--- src/rtl/softstart_pkg.sv ---
// Shared state type and default sizing for the soft-start sequencer.
// SS_RDOWN exists only when SOFTSTART_RAMPDOWN_EN is defined.
package softstart_pkg;

  localparam int SS_CODE_W_DEF   = 8;
  localparam int SS_STEP_DIV_DEF = 16;
  localparam int SS_ARM_TO_DEF   = 255;

`ifdef SOFTSTART_RAMPDOWN_EN
  typedef enum logic [2:0] {
    SS_IDLE  = 3'd0,
    SS_ARM   = 3'd1,
    SS_RAMP  = 3'd2,
    SS_DONE  = 3'd3,
    SS_FAULT = 3'd4,
    SS_RDOWN = 3'd5
  } ss_state_e;
`else
  typedef enum logic [2:0] {
    SS_IDLE  = 3'd0,
    SS_ARM   = 3'd1,
    SS_RAMP  = 3'd2,
    SS_DONE  = 3'd3,
    SS_FAULT = 3'd4
  } ss_state_e;
`endif

endpackage

--- src/rtl/ss_sync2.sv ---
// Two-flop synchronizer for one asynchronous level; both flops reset low.
module ss_sync2 (
  input  logic clk,
  input  logic rst,
  input  logic d,
  output logic q
);

  logic meta_r;
  logic q_r;

  // Metastability filter chain.
  always_ff @(posedge clk or posedge rst) begin
    if (rst) begin
      meta_r <= 1'b0;
      q_r    <= 1'b0;
    end else begin
      meta_r <= d;
      q_r    <= meta_r;
    end
  end

  assign q = q_r;

endmodule

--- src/rtl/softstart_ramp_seq.sv ---
// Soft-start sequencer: fires the rise-delay cell, then ramps ss_code to full scale.
// Define SOFTSTART_RAMPDOWN_EN to ramp the code back down on disable instead of clearing it.
module softstart_ramp_seq
  import softstart_pkg::*;
#(
  parameter int CODE_W   = SS_CODE_W_DEF,
  parameter int STEP_DIV = SS_STEP_DIV_DEF,
  parameter int ARM_TO   = SS_ARM_TO_DEF
) (
  input  logic              CELCLK,
  input  logic              CELRST,
  input  logic              en,
  input  logic              ocp,
  output logic              dly_i,
  input  logic              dly_o,
  output logic [CODE_W-1:0] ss_code,
  output logic              ss_done,
  output logic              ss_fault,
  output logic              busy
);

  localparam int TMO_W = $clog2(ARM_TO + 1);
  localparam int PRE_W = (STEP_DIV > 1) ? $clog2(STEP_DIV) : 1;

  localparam logic [TMO_W-1:0]  TMO_ZERO  = {TMO_W{1'b0}};
  localparam logic [TMO_W-1:0]  TMO_ONE   = TMO_W'(1);
  localparam logic [TMO_W-1:0]  TMO_LAST  = TMO_W'(ARM_TO - 1);
  localparam logic [PRE_W-1:0]  PRE_ZERO  = {PRE_W{1'b0}};
  localparam logic [PRE_W-1:0]  PRE_ONE   = PRE_W'(1);
  localparam logic [PRE_W-1:0]  PRE_LAST  = PRE_W'(STEP_DIV - 1);
  localparam logic [CODE_W-1:0] CODE_ZERO = {CODE_W{1'b0}};
  localparam logic [CODE_W-1:0] CODE_ONE  = CODE_W'(1);
  localparam logic [CODE_W-1:0] CODE_MAX  = {CODE_W{1'b1}};

  ss_state_e         state_r, state_nxt_s;
  logic [TMO_W-1:0]  tmo_r, tmo_nxt_s;
  logic [PRE_W-1:0]  pre_r, pre_nxt_s;
  logic [CODE_W-1:0] code_r, code_nxt_s;
  logic              dly_r, dly_nxt_s;
  logic              done_r, done_nxt_s;
  logic              fault_r, fault_nxt_s;
  logic              busy_r, busy_nxt_s;
  logic              dly_sync_s;
  logic              fault_req_s;
  logic              idle_req_s;

  ss_sync2 u_dly_sync (
    .clk (CELCLK),
    .rst (CELRST),
    .d   (dly_o),
    .q   (dly_sync_s)
  );

  assign fault_req_s = ocp && (state_r != SS_IDLE) && (state_r != SS_FAULT);

`ifdef SOFTSTART_RAMPDOWN_EN
  logic rdown_req_s;
  assign idle_req_s  = !en && ((state_r == SS_ARM) || (state_r == SS_FAULT));
  assign rdown_req_s = !en && ((state_r == SS_RAMP) || (state_r == SS_DONE));
  assign busy_nxt_s  = (state_nxt_s == SS_ARM) || (state_nxt_s == SS_RAMP) ||
                       (state_nxt_s == SS_RDOWN);
`else
  assign idle_req_s  = !en && ((state_r == SS_ARM) || (state_r == SS_RAMP) ||
                               (state_r == SS_DONE) || (state_r == SS_FAULT));
  assign busy_nxt_s  = (state_nxt_s == SS_ARM) || (state_nxt_s == SS_RAMP);
`endif

  // Next-state decode; ocp outranks a disable, which outranks normal progression.
  always_comb begin
    state_nxt_s = state_r;
    tmo_nxt_s   = tmo_r;
    pre_nxt_s   = pre_r;
    code_nxt_s  = code_r;
    dly_nxt_s   = dly_r;
    done_nxt_s  = done_r;
    fault_nxt_s = fault_r;
    if (fault_req_s) begin
      state_nxt_s = SS_FAULT;
      code_nxt_s  = CODE_ZERO;
      dly_nxt_s   = 1'b0;
      done_nxt_s  = 1'b0;
      fault_nxt_s = 1'b1;
    end else if (idle_req_s) begin
      state_nxt_s = SS_IDLE;
      code_nxt_s  = CODE_ZERO;
      dly_nxt_s   = 1'b0;
      done_nxt_s  = 1'b0;
      fault_nxt_s = 1'b0;
`ifdef SOFTSTART_RAMPDOWN_EN
    end else if (rdown_req_s) begin
      state_nxt_s = SS_RDOWN;
      pre_nxt_s   = PRE_ZERO;
      dly_nxt_s   = 1'b0;
      done_nxt_s  = 1'b0;
`endif
    end else begin
      case (state_r)
        SS_IDLE: begin
          // Do not launch the delay cell into a standing overcurrent.
          if (en && !ocp) begin
            state_nxt_s = SS_ARM;
            tmo_nxt_s   = TMO_ZERO;
            dly_nxt_s   = 1'b1;
          end else begin
            state_nxt_s = SS_IDLE;
          end
        end
        SS_ARM: begin
          if (dly_sync_s) begin
            state_nxt_s = SS_RAMP;
            pre_nxt_s   = PRE_ZERO;
          end else if (tmo_r == TMO_LAST) begin
            state_nxt_s = SS_FAULT;
            code_nxt_s  = CODE_ZERO;
            dly_nxt_s   = 1'b0;
            fault_nxt_s = 1'b1;
          end else begin
            tmo_nxt_s = tmo_r + TMO_ONE;
          end
        end
        SS_RAMP: begin
          if (code_r == CODE_MAX) begin
            state_nxt_s = SS_DONE;
            done_nxt_s  = 1'b1;
          end else if (pre_r == PRE_LAST) begin
            code_nxt_s = code_r + CODE_ONE;
            pre_nxt_s  = PRE_ZERO;
          end else begin
            pre_nxt_s = pre_r + PRE_ONE;
          end
        end
        SS_DONE: begin
          code_nxt_s = CODE_MAX;
          done_nxt_s = 1'b1;
        end
        SS_FAULT: begin
          fault_nxt_s = 1'b1;
        end
`ifdef SOFTSTART_RAMPDOWN_EN
        SS_RDOWN: begin
          if (code_r == CODE_ZERO) begin
            state_nxt_s = SS_IDLE;
          end else if (pre_r == PRE_LAST) begin
            code_nxt_s = code_r - CODE_ONE;
            pre_nxt_s  = PRE_ZERO;
          end else begin
            pre_nxt_s = pre_r + PRE_ONE;
          end
        end
`endif
        default: begin
          state_nxt_s = SS_IDLE;
          tmo_nxt_s   = TMO_ZERO;
          pre_nxt_s   = PRE_ZERO;
          code_nxt_s  = CODE_ZERO;
          dly_nxt_s   = 1'b0;
          done_nxt_s  = 1'b0;
          fault_nxt_s = 1'b0;
        end
      endcase
    end
  end

  // State, counters and the registered outputs.
  always_ff @(posedge CELCLK or posedge CELRST) begin
    if (CELRST) begin
      state_r <= SS_IDLE;
      tmo_r   <= TMO_ZERO;
      pre_r   <= PRE_ZERO;
      code_r  <= CODE_ZERO;
      dly_r   <= 1'b0;
      done_r  <= 1'b0;
      fault_r <= 1'b0;
      busy_r  <= 1'b0;
    end else begin
      state_r <= state_nxt_s;
      tmo_r   <= tmo_nxt_s;
      pre_r   <= pre_nxt_s;
      code_r  <= code_nxt_s;
      dly_r   <= dly_nxt_s;
      done_r  <= done_nxt_s;
      fault_r <= fault_nxt_s;
      busy_r  <= busy_nxt_s;
    end
  end

  assign dly_i    = dly_r;
  assign ss_code  = code_r;
  assign ss_done  = done_r;
  assign ss_fault = fault_r;
  assign busy     = busy_r;

endmodule

--- config.mk ---
export PLATFORM = sky130hd
export DESIGN_NAME = softstart_ramp_seq
export DESIGN_NICKNAME = d
export VERILOG_FILES = /design/src/rtl/softstart_pkg.sv /design/src/rtl/ss_sync2.sv /design/src/rtl/softstart_ramp_seq.sv
export SDC_FILE = /design/constraint.sdc
export NUM_CORES = 1
export LEC_CHECK = 0
export ABC_AREA = 1
export BUFFER_PORTS_ARGS = -buffer_cell sky130_fd_sc_hd__buf_2
export CORE_MARGIN = 2
export CORE_UTILIZATION = 38
export CTS_BUF_LIST = sky130_fd_sc_hd__clkbuf_4
export DETAILED_ROUTE_END_ITERATION = 10
export SYNTH_ARGS = -nofsm -noshare
export SYNTH_HDL_FRONTEND = slang
export SYNTH_SLANG_ARGS = --single-unit
--- constraint.sdc ---
create_clock -name CELCLK -period 1.5 [get_ports CELCLK]
set_input_delay 0.075 -clock CELCLK [delete_from_list [all_inputs] [get_ports CELCLK]]
set_output_delay 0.075 -clock CELCLK [all_outputs]
set_load 0.01 [all_outputs]
==> qor.csv, run 1 <==
stage,metric,value,unit
power_and_ir_drop,internal_power,2.03,mW
sta,clock_skew,9.68,ps
clock_tree,clock-sinks,29,
global_routing,grt.busiest_layer,met2,
synthesis,ys_warn_count,0,
synthesis,synth_edf_count,0,
die,fp.dieW,73.1,microns
clock_tree,cts-root-buf,clkbuf_4,
placement,io_buffers,16,
die,die-area,5350,sq um
final_layout,drive_above_1_share,0.415,
global_routing,globalRouteMet3Util,0.0428,
placement,globalplace.congestion,0.850,
setup_path,cp_slowest_stage_delay,480,ps
synthesis,synth-adder-area-share,0.0275,
setup_path,path_depth,10,
detailed_routing,wl,4440,microns
setup_path,crit_family,simple AND/OR/NAND/NOR gates,
synthesis,synth_top_family_by_area,simple AND/OR/NAND/NOR gates,
placement,place_ws,-52.9,ps
detailed_routing,ant_nets,0,
detailed_routing,drt_iter0_drc,92,
die,pin_count,17,
synthesis,synth_nets,255,
sta,slew_headroom,0.751,
final_layout,final_area,2600,sq um
power_and_ir_drop,power,3.69,mW
clock_tree,clk_pin_slew,90,ps
synthesis,synth.mux.area_fraction,0,
setup_path,slowest_stage,dfrtp_2,
setup_path,cp.arrival,1790,ps
sta,hold_viol,0,
die,die_h,73.1,microns
setup_path,cpMostUsedCell,nand2_2,
synthesis,synthCells,246,
synthesis,post_synth_and_or_nand_nor_area_fraction,0.434,
setup_path,cp_max_fo,8,
power_and_ir_drop,power_density,1420,nW/um^2
synthesis,synth_area_leader_cell,dfrtp_1,
power_and_ir_drop,vdd_drop_max,0.784,mV
sta,grt_setup_unrepaired,true,
synthesis,synth_cell_type_count,28,
sta,tightest_slew,373,ps
synthesis,avgSynthCellArea,7.39,sq um
die,fp-row-count,25,
synthesis,synth-compound-area-share,0.0572,
detailed_routing,vias_per_cell,4.82,
global_routing,grt_pass1_vias,1652,
detailed_routing,wl_per_cell,11.9,microns
synthesis,synthTopCellsByCount,"88 x nand2_1, 29 x dfrtp_1, 23 x nor2_1",
sta,drv_slew,0,
setup_path,worstSetupPathType,flop to flop,
sta,postLayoutSetupSlackWorst,-67.7,ps
synthesis,netlist_area,1820,sq um
hold_path,hold_class,input port to flop,
setup_path,cp_cell_sequence,inv_4 -> nand2_4 -> nand2_2 -> nand3_4 -> nand2_8 -> nor2_4 -> nor2_4 -> nand2_4 -> nand2_2 -> nand2_2,
run_status,violations,negative setup slack,
synthesis,yosys.area.top_type_share,0.399,
detailed_routing,drc_errors,0,
final_layout,syn2layout_area_growth,43.2,%
power_and_ir_drop,clockPowerShare,0.124,
final_layout,nets,327,
power_and_ir_drop,power.leakage,1.34,nW
die,initial_core_util,0.390,
synthesis,ys_ff_latch,29,
synthesis,seq_area_frac_synth,0.399,
synthesis,synthFlopType,dfrtp_1,
hold_path,holdPathStages,4,
synthesis,synthArstFlopShare,1.00,
detailed_routing,drtPass1Iterations,4,
global_routing,grtUsageTotal,0.173,
placement,place_hpwl,3100,microns
power_and_ir_drop,p_sw,1.65,mW
flow_run,drv_cap,0,
synthesis,synthXorXnorAreaFrac,0.0337,
placement,dpl-instance-area,2250,sq um
power_and_ir_drop,p_comb_frac,0.595,
detailed_routing,via_count,1792,
sta,max_freq,0.638,GHz
synthesis,synthTopCellsByArea,"dfrtp_1 40%, nand2_1 18%, nand3_1 5.8%, nor2_1 4.8%, inv_1 3.9%",
global_routing,grt_pass1_wl,7100,microns
power_and_ir_drop,power_frac_seq,0.281,
global_routing,gr-usage-met2,0.285,
clock_tree,h-tree-depth,2,
sta,period_needed,1570,ps
setup_path,critPathRequiredTime,1720,ps
clock_tree,clockBufferDepth,2,
setup_path,end_kind,flop,
final_layout,post-route-util,0.558,
die,design.core.area,4660,sq um
clock_tree,insertion_delay,330,ps
setup_path,r2r.worst_path.cells,10,
setup_path,start_kind,flop,
clock_tree,cts_buffers,5,
sta,setup_viol_count_final,8,
setup_path,path_buf_inv,1,
global_routing,grt_use_met1,0.221,
global_routing,antenna_found_initial,0,
sta,period_share,1.05,
global_routing,grt_max_degree,30,
final_layout,antenna_cells,0,
synthesis,synth_most_common_cell,nand2_1,
global_routing,grt_overflow_total,0,
setup_path,rrSetupSlack,-70,ps
clock_tree,cts_tree,built,
power_and_ir_drop,swShare,0.448,
run_status,status,finished with violations,
## cell families (layout without fill, tap and decap cells)
kind of cell,count (synthesis),in the layout
fa+ha+maj,4,4
simple gates,165,165
xor+xnor,7,7
compound gates,19,19
flops,29,29
buf+inv,22,94
## flip-flops by register name, summed over array words and instances (netlist names)
| signal | flops |
|---|---|
| ss_fault | 1 |
| ss_code | 8 |
| busy | 1 |
| pre_r | 4 |
| dly_i | 1 |
| ss_done | 1 |
| state_r | 3 |
| u_dly_sync.meta_r | 1 |
| tmo_r | 8 |
| u_dly_sync.q | 1 |
## per-stage QoR
step | hold slack, ps | TNS, ps | cells
5_1_grt | 86.1 | -1800 | 372
2_1_floorplan | 106 | 0 | 246
3_5_place_dp | 176 | -355 | 354
4_1_cts | 73.9 | -442 | 363
6_report | 96.9 | -438 | 372
3_3_place_gp | 168 | -46.1 | 354
## area by class of cell
type / count / area (sq um)
Fill cell: 414 / 2060
Multi-Input combinational cell: 195 / 1200
Sequential cell: 29 / 729
Timing Repair Buffer: 65 / 460
Inverter: 22 / 90.1
Tap cell: 54 / 67.6
Clock buffer: 6 / 45.0
Clock inverter: 1 / 3.75
## worst min-delay path, delay by kind of cell
family,cells,cell delay [ps]
buffers and inverters,1,110
AND/OR/NAND/NOR,3,200
## what timing repair did
item                                    in CTS  in global routing
hold endpoints to repair                    30                  0
gates resized for setup                      1                 60
pin swaps                                    0                 26
buffers inserted                             0                  9
endpoints found under the setup margin      14                 25
hold buffers                                 2                  0
## power by group through the flow
stage	combinational [mW]	clock, mW	sequential, mW
3_3_place_gp	1.63	0	1.00
2_1_floorplan	1.03	0	1.03
6_report	2.19	0.458	1.04
4_1_cts	1.67	0.477	0.988
3_5_place_dp	1.65	0	1.00
5_1_grt	2.41	0.521	1.05
## metal layers
layer,up-vias,part of all wire,wire (microns)
met5,-,0,0
met4,0,0.0059,26
met3,4,0.037,162
met2,25,0.51,2270
met1,821,0.44,1970
li1,942,-,-
## layout by cell type, fill, tap and decap left out, drive strengths merged
cell type and n:
ha 4, inv 22, clkbuf 6, o21ai 13
clkinv 1, nor2 26, xnor2 1, buf 63
nand3 25, nand2 97, dlygate4sd3 2, a21oi 4
o21bai 1, o211ai 1, xor2 6, or2 5
dfrtp 29, nand4 7, nor3 5
## path summary, 6_finish.rpt
kind                                        startpoint                     end
max in group asynchronous                       CELRST    state_r[0]$_DFF_PP0_
setup reg to reg                  state_r[1]$_DFF_PP0_  ss_code[6]$_DFFE_PP0P_
hold reg to reg            u_dly_sync.meta_r$_DFF_PP0_  u_dly_sync.q$_DFF_PP0_
setup / recovery                  state_r[1]$_DFF_PP0_  ss_code[6]$_DFFE_PP0P_
min in group asynchronous                       CELRST     ss_done$_DFFE_PP0P_
hold / removal                                     ocp       dly_i$_DFFE_PP0P_
Note: power is estimated with default switching activity, not from simulation.
==> inputs of run 2 (changes only) <==
--- a/config.mk
+++ b/config.mk
@@ -8,9 +8,10 @@
 export ABC_AREA = 1
 export BUFFER_PORTS_ARGS = -buffer_cell sky130_fd_sc_hd__buf_2
 export CORE_MARGIN = 2
-export CORE_UTILIZATION = 38
+export CORE_UTILIZATION = 55
 export CTS_BUF_LIST = sky130_fd_sc_hd__clkbuf_4
 export DETAILED_ROUTE_END_ITERATION = 10
+export PLACE_DENSITY = 0.78
 export SYNTH_ARGS = -nofsm -noshare
 export SYNTH_HDL_FRONTEND = slang
 export SYNTH_SLANG_ARGS = --single-unit
==> run 2 against run 1 <==
The flow still finishes with violations (negative setup slack). Global-route usage rose by 7.6 points. Setup slack got worse by 33 ps. Critical path depth did not move. Sequential cell count did not move. Clock-buffer cell count rose by 2. Core utilization rose by 25 points. Sequential share of layout area rose by 1.0 points. Register-to-register slack got worse by 30 ps. Wire length rose by 12%. Cell area fell by 3.5%. Hold slack improved by 1.5 ps. Critical endpoint is now ss_code[3]$_DFFE_PP0P_. Largest cell class unchanged. Highest routed layer unchanged.
==> qor.csv, run 2 (synthesis results as in run 1) <==
stage,metric,value,unit,change
setup_path,r2r-start,state_r[0]$_DFF_PP0_,,was state_r[1]$_DFF_PP0_
final_layout,post-route-util,0.809,,was 0.558
detailed_routing,wl,4950,microns,was 4440 microns
sta,max_freq,0.625,GHz,was 0.638 GHz
power_and_ir_drop,swShare,0.455,,was 0.448
final_layout,nets,321,,was 327
sta,period_needed,1600,ps,was 1570 ps
power_and_ir_drop,power_frac_seq,0.277,,was 0.281
hold_path,hold_end,dly_i$_DFFE_PP0P_,,unchanged
final_layout,final_cell_mix,"76 x nand2_1, 37 x buf_4, 26 x dfrtp_1, 19 x nand3_1",,"was 75 x nand2_1, 45 x buf_4, 26 x dfrtp_1, 17 x nand3_1, 16 x buf_2"
power_and_ir_drop,internal_power,2.04,mW,was 2.03 mW
die,fp-row-count,20,,was 25
die,initial_core_util,0.585,,was 0.390
global_routing,grt_pass1_wl,6770,microns,was 7100 microns
setup_path,rrSetupSlack,-100,ps,was -70 ps
detailed_routing,via_count,1891,,was 1792
run_status,violations,negative setup slack,,unchanged
detailed_routing,ant_nets,0,,unchanged
setup_path,cp_max_fo,5,,was 8
die,die-area,3780,sq um,was 5350 sq um
clock_tree,cts_tree,built,,unchanged
sta,tightest_slew,351,ps,was 373 ps
placement,globalplace.congestion,0.962,,was 0.850
clock_tree,h-tree-depth,2,,unchanged
power_and_ir_drop,clockPowerShare,0.133,,was 0.124
sta,period_share,1.07,,was 1.05
hold_path,min_from,ocp,,unchanged
clock_tree,cts_buffers,5,,unchanged
global_routing,grt.busiest_layer,met2,,unchanged
hold_path,holdPathStages,4,,unchanged
clock_tree,insertion_delay,330,ps,about the same
detailed_routing,drc_errors,0,,unchanged
setup_path,r2r.worst_path.cells,10,,unchanged
die,design.core.area,3100,sq um,was 4660 sq um
final_layout,syn2layout_area_growth,38.2,%,was 43.2%
sta,slew_headroom,0.766,,was 0.751
global_routing,antenna_found_initial,0,,unchanged
die,fp.dieW,61.5,microns,was 73.1 microns
setup_path,cpMostUsedCell,nor2_4,,was nand2_2
setup_path,cp_slowest_stage_delay,480,ps,about the same
setup_path,end_kind,flop,,unchanged
global_routing,gr-usage-met2,0.378,,was 0.285
final_layout,final_area,2510,sq um,was 2600 sq um
sta,setup_viol_count_final,15,,was 8
final_layout,final_common_cell,nand2_1,,unchanged
flow_run,drv_cap,0,,unchanged
sta,drv_slew,0,,unchanged
sta,grt_setup_unrepaired,true,,unchanged
global_routing,grt_use_met1,0.337,,was 0.221
global_routing,grt_pass1_vias,1548,,was 1652
placement,io_buffers,16,,unchanged
setup_path,cp.arrival,1870,ps,was 1790 ps
power_and_ir_drop,power.leakage,1.32,nW,was 1.34 nW
detailed_routing,wl_per_cell,13.9,microns,was 11.9 microns
clock_tree,clock-sinks,29,,unchanged
final_layout,antenna_cells,0,,unchanged
setup_path,slowest_stage,dfrtp_2,,unchanged
global_routing,grt_overflow_total,0,,unchanged
sta,postLayoutSetupSlackWorst,-101,ps,was -67.7 ps
setup_path,r2r_end,ss_code[3]$_DFFE_PP0P_,,was ss_code[6]$_DFFE_PP0P_
clock_tree,clockBufferDepth,2,,unchanged
clock_tree,clk_pin_slew,90,ps,about the same
setup_path,worstSetupPathType,flop to flop,,unchanged
power_and_ir_drop,power_density,1490,nW/um^2,was 1420 nW/um^2
global_routing,grt_max_degree,30,,unchanged
placement,dpl-instance-area,2210,sq um,was 2250 sq um
setup_path,critPathRequiredTime,1770,ps,was 1720 ps
setup_path,start_kind,flop,,unchanged
hold_path,hold_class,input port to flop,,unchanged
detailed_routing,vias_per_cell,5.30,,was 4.82
final_layout,drive_above_1_share,0.383,,was 0.415
sta,hold_viol,0,,unchanged
power_and_ir_drop,p_sw,1.71,mW,was 1.65 mW
detailed_routing,drtPass1Iterations,4,,unchanged
die,die_h,61.5,microns,was 73.1 microns
clock_tree,cts-root-buf,clkbuf_4,,unchanged
sta,clock_skew,13.1,ps,was 9.68 ps
global_routing,grtUsageTotal,0.249,,was 0.173
die,pin_count,17,,unchanged
placement,place_hpwl,3100,microns,about the same
setup_path,cp_cell_sequence,inv_2 -> nand2_4 -> nand2_2 -> nand3_4 -> nand2_8 -> nor2_4 -> nor2_4 -> buf_4 -> nand4_1 -> nand2_1,,was inv_4 -> nand2_4 -> nand2_2 -> nand3_4 -> nand2_8 -> nor2_4 -> nor2_4 -> nand2_4 -> nand2_2 -> nand2_2
run_status,status,finished with violations,,unchanged
power_and_ir_drop,vdd_drop_max,1.05,mV,was 0.784 mV
detailed_routing,drt_iter0_drc,101,,was 92
power_and_ir_drop,p_comb_frac,0.590,,was 0.595
placement,place_ws,-106,ps,was -52.9 ps
global_routing,globalRouteMet3Util,0.0693,,was 0.0428
run 2: cell count changes in the layout (fill, tap and decap cells not counted), moves of 2 or more:
cell and delta:
nand3_1 +2, nor2_1 +3, nor2_2 -3, nand2_4 -2, buf_4 -8, clkbuf_4 +2
o21ai_1 -2, nand3_4 -2, o21ai_0 +2, nand2_2 +3
run 2: repair_timing:
item	CTS	global route
setup endpoints to repair	20	24
endpoints found under the hold margin	30	0
pin swaps	3	24
cloned	1	0
hold buffers	2	0
buffers inserted	0	5
resized for setup	8	39
run 2: worst max path at each step:
stage                            from                      to  depth (start not counted)
6_report         state_r[0]$_DFF_PP0_  ss_code[3]$_DFFE_PP0P_                         10
5_1_grt          state_r[0]$_DFF_PP0_  ss_code[4]$_DFFE_PP0P_                         10
2_1_floorplan  ss_code[0]$_DFFE_PP0P_  ss_code[1]$_DFFE_PP0P_                         10
4_1_cts          tmo_r[0]$_DFFE_PP0P_  ss_code[5]$_DFFE_PP0P_                         11
3_5_place_dp     tmo_r[0]$_DFFE_PP0P_    tmo_r[0]$_DFFE_PP0P_                         10
3_3_place_gp     tmo_r[0]$_DFFE_PP0P_    tmo_r[0]$_DFFE_PP0P_                         10
run 2: worst max-delay path: cells and delay by family (launching register included):
family / cells / cell delay (ps)
buf+inv: 2 / 270
flops: 1 / 480
simple gates: 8 / 810
run 2: power groups by stage:
| stage | logic, mW | clock network (mW) | registers [mW] |
|---|---|---|---|
| 6_report | 2.21 | 0.498 | 1.04 |
| 5_1_grt | 2.39 | 0.547 | 1.05 |
| 4_1_cts | 1.76 | 0.506 | 0.987 |
| 3_5_place_dp | 1.66 | 0 | 1.00 |
| 3_3_place_gp | 1.62 | 0 | 0.997 |
| 2_1_floorplan | 1.03 | 0 | 1.03 |
run 2: metal layers:
metal / part of all wire / up-vias
li1: - / 924
met1: 0.43 / 867
met2: 0.48 / 83
met3: 0.062 / 17
met4: 0.026 / 0
met5: 0 / -
run 2: final cells by class:
cell class	instances	area (sq um)
Fill cell	196	592
Multi-Input combinational cell	196	1160
Timing Repair Buffer	58	420
Sequential cell	29	729
Clock buffer	8	60.1
Tap cell	44	55.1
Inverter	22	90.1
run 2: per-stage QoR:
stage | hold WS, ps | instances | TNS, ps | power (mW)
2_1_floorplan | 106 | 246 | 0 | 2.06
3_3_place_gp | 161 | 341 | -383 | 2.62
3_5_place_dp | 159 | 341 | -968 | 2.66
4_1_cts | 76.8 | 352 | -434 | 3.25
5_1_grt | 95.8 | 357 | -2970 | 3.99
6_report | 98.5 | 357 | -881 | 3.75
==> inputs of run 3 (changes only) <==
--- a/config.mk
+++ b/config.mk
@@ -8,10 +8,10 @@
 export ABC_AREA = 1
 export BUFFER_PORTS_ARGS = -buffer_cell sky130_fd_sc_hd__buf_2
 export CORE_MARGIN = 2
-export CORE_UTILIZATION = 55
-export CTS_BUF_LIST = sky130_fd_sc_hd__clkbuf_4
+export CORE_UTILIZATION = 53
+export CTS_BUF_LIST = sky130_fd_sc_hd__clkbuf_16
 export DETAILED_ROUTE_END_ITERATION = 10
-export PLACE_DENSITY = 0.78
+export PLACE_DENSITY = 0.75
 export SYNTH_ARGS = -nofsm -noshare
 export SYNTH_HDL_FRONTEND = slang
 export SYNTH_SLANG_ARGS = --single-unit
==> run 3 against run 2 <==
The run still ends with negative setup slack left. Clock power grew 87%. Setup slack got worse by 130 ps. Largest power group unchanged. Critical endpoint is now tmo_r[6]$_DFFE_PP0P_. Die area up 3.5%. Sequential cell count unchanged. Wire length rose by 9.5%. Global-route usage up 0.90 points. Combinational power up 6%.
==> qor.csv, run 3 (synthesis results as in run 1) <==
stage,metric,value,unit,change
placement,place_hpwl,3090,microns,was 3100 microns
setup_path,r2r_end,tmo_r[6]$_DFFE_PP0P_,,was ss_code[3]$_DFFE_PP0P_
sta,clock_skew,5.81,ps,was 13.1 ps
global_routing,grt_max_degree,30,,unchanged
hold_path,holdPathStages,4,,unchanged
setup_path,path_buf_inv,1,,was 2
setup_path,start_kind,flop,,unchanged
hold_path,hold_end,dly_i$_DFFE_PP0P_,,unchanged
sta,period_needed,1730,ps,was 1600 ps
setup_path,cp.arrival,1940,ps,was 1870 ps
setup_path,cp_slowest_stage_delay,460,ps,was 480 ps
final_layout,final_common_cell,nand2_1,,unchanged
final_layout,nets,325,,was 321
sta,grt_setup_unrepaired,true,,unchanged
final_layout,n_fill_cell,224,,was 196
detailed_routing,via_count,1985,,was 1891
die,design.core.area,3310,sq um,was 3100 sq um
power_and_ir_drop,swShare,0.433,,was 0.455
hold_path,min_from,ocp,,unchanged
global_routing,grtUsageTotal,0.258,,was 0.249
clock_tree,insertion_delay,280,ps,was 330 ps
final_layout,final_cell_mix,"77 x nand2_1, 42 x buf_4, 26 x dfrtp_1, 18 x nand3_1, 17 x nor2_1",,"was 76 x nand2_1, 37 x buf_4, 26 x dfrtp_1, 19 x nand3_1"
detailed_routing,drt_iter0_drc,167,,was 101
global_routing,grt_pass1_vias,1816,,was 1548
detailed_routing,wl,5420,microns,was 4950 microns
power_and_ir_drop,power_frac_seq,0.240,,was 0.277
sta,hold_viol,0,,unchanged
setup_path,cp_max_fo,6,,was 5
die,pin_count,17,,unchanged
setup_path,r2r.worst_path.cells,7,,was 10
global_routing,gr-usage-met2,0.419,,was 0.378
power_and_ir_drop,p_sw,1.87,mW,was 1.71 mW
power_and_ir_drop,internal_power,2.45,mW,was 2.04 mW
die,initial_core_util,0.549,,was 0.585
power_and_ir_drop,power_density,1630,nW/um^2,was 1490 nW/um^2
detailed_routing,drc_errors,0,,unchanged
global_routing,globalRouteMet3Util,0.0649,,was 0.0693
sta,setup_viol_count_final,17,,was 15
power_and_ir_drop,p_comb_frac,0.544,,was 0.590
sta,slew_headroom,0.726,,was 0.766
flow_run,drv_cap,0,,unchanged
sta,drv_slew,0,,unchanged
setup_path,r2r-start,state_r[1]$_DFF_PP0_,,was state_r[0]$_DFF_PP0_
setup_path,end_kind,flop,,unchanged
detailed_routing,vias_per_cell,5.47,,was 5.30
setup_path,critPathRequiredTime,1700,ps,was 1770 ps
clock_tree,clk_pin_slew,50,ps,was 90 ps
power_and_ir_drop,vdd_drop_max,1.21,mV,was 1.05 mV
placement,io_buffers,16,,unchanged
sta,postLayoutSetupSlackWorst,-233,ps,was -101 ps
detailed_routing,ant_nets,0,,unchanged
final_layout,syn2layout_area_growth,45.2,%,was 38.2%
final_layout,drive_above_1_share,0.391,,was 0.383
global_routing,grt_use_met1,0.319,,was 0.337
clock_tree,cts-root-buf,clkbuf_16,,was clkbuf_4
power_and_ir_drop,power,4.31,mW,was 3.75 mW
power_and_ir_drop,clockPowerShare,0.216,,was 0.133
setup_path,crit_family,simple AND/OR/NAND/NOR gates,,unchanged
placement,globalplace.congestion,0.853,,was 0.962
sta,tightest_slew,410,ps,was 351 ps
run_status,violations,negative setup slack,,unchanged
global_routing,antenna_found_initial,0,,unchanged
final_layout,final_area,2640,sq um,was 2510 sq um
global_routing,grt_overflow_total,0,,unchanged
clock_tree,cts_tree,built,,unchanged
die,fp-row-count,21,,was 20
die,fp.dieW,62.5,microns,was 61.5 microns
global_routing,grt_pass1_wl,7860,microns,was 6770 microns
detailed_routing,wl_per_cell,14.9,microns,was 13.9 microns
clock_tree,cts_buffers,5,,unchanged
die,die-area,3910,sq um,was 3780 sq um
setup_path,rrSetupSlack,-230,ps,was -100 ps
sta,period_share,1.16,,was 1.07
placement,dpl-instance-area,2230,sq um,was 2210 sq um
die,die_h,62.5,microns,was 61.5 microns
global_routing,grt.busiest_layer,met2,,unchanged
clock_tree,clock-sinks,29,,unchanged
clock_tree,h-tree-depth,2,,unchanged
setup_path,slowest_stage,dfrtp_2,,unchanged
clock_tree,clockBufferDepth,2,,unchanged
final_layout,antenna_cells,0,,unchanged
setup_path,worstSetupPathType,flop to flop,,unchanged
run_status,status,finished with violations,,unchanged
hold_path,hold_class,input port to flop,,unchanged
sta,max_freq,0.577,GHz,was 0.625 GHz
setup_path,cp_cell_sequence,inv_4 -> nor2_1 -> a21oi_2 -> nand3_4 -> nor3_4 -> nand2_1 -> o21ai_1,,was inv_2 -> nand2_4 -> nand2_2 -> nand3_4 -> nand2_8 -> nor2_4 -> nor2_4 -> buf_4 -> nand4_1 -> nand2_1
detailed_routing,drtPass1Iterations,5,,was 4
power_and_ir_drop,power.leakage,1.36,nW,was 1.32 nW
## run 3: cell count changes in the layout (fill, tap and decap cells not counted), sizes merged
cell	before	now
clkinv	0	2
clkbuf	8	5
inv	22	23
buf	56	60
## run 3: through the flow
step                setup TNS, ps  setup slack, ps  utilization  std cells  hold WS, ps
detailed placement           -794            -68.2        0.674        345          162
finish                      -1410             -233        0.797        363          149
global placement            -80.0            -16.1        0.674        345          156
global route                -2880             -262        0.797        363          189
floorplan                       0             9.23            -        246          106
CTS                          -657            -64.0        0.754        359          127
## run 3: timing repair
action,4_1_cts,5_1_grt
setup endpoints to repair,18,24
cloned,1,0
buffers inserted,3,4
pin swaps,22,17
hold buffers,2,0
hold endpoints to repair,30,0
resized for setup,20,30
## run 3: power by group through the flow
stage	Clock [mW]	Sequential (mW)	Combinational, mW
global route	0.981	1.04	2.52
CTS	0.942	1.01	1.96
floorplan	0	1.03	1.03
finish	0.929	1.04	2.35
global placement	0	0.995	1.64
detailed placement	0	1.00	1.67
## run 3: worst min-delay path, delay by kind of cell
family                 cells  cell delay (ps)
AND/OR/NAND/NOR            3              200
buffers and inverters      1              110
## run 3: layout make-up
| type | instances | area (sq um) | area share |
|---|---|---|---|
| repair buffers | 62 | 447 | 0.169 |
| inverters | 22 | 90.1 | 0.0342 |
| multi-input cells | 196 | 1170 | 0.445 |
| flip-flops and latches | 29 | 729 | 0.277 |
| clock buffers | 5 | 125 | 0.0474 |
| clock inverters | 3 | 13.8 | 0.00522 |
| well taps | 46 | 57.6 | 0.0218 |
## run 3: how the worst max path moves through the flow
stage | cells past startpoint | from | to | slack [ps]
after CTS | 11 | tmo_r[0]$_DFFE_PP0P_ | ss_code[4]$_DFFE_PP0P_ | -60
after floorplan | 10 | ss_code[0]$_DFFE_PP0P_ | ss_code[1]$_DFFE_PP0P_ | 9
final | 7 | state_r[1]$_DFF_PP0_ | tmo_r[6]$_DFFE_PP0P_ | -230
after global routing | 7 | state_r[1]$_DFF_PP0_ | tmo_r[6]$_DFFE_PP0P_ | -260
after detailed placement | 11 | tmo_r[0]$_DFFE_PP0P_ | ss_code[5]$_DFFE_PP0P_ | -70
after global placement | 11 | tmo_r[0]$_DFFE_PP0P_ | ss_code[6]$_DFFE_PP0P_ | -20
## run 3: layer usage
metal  vias to the layer above  share of wire
met5                         -              0
met4                         0          0.046
met3                        23          0.059
met2                        99           0.49
met1                       929           0.41
li1                        934              -
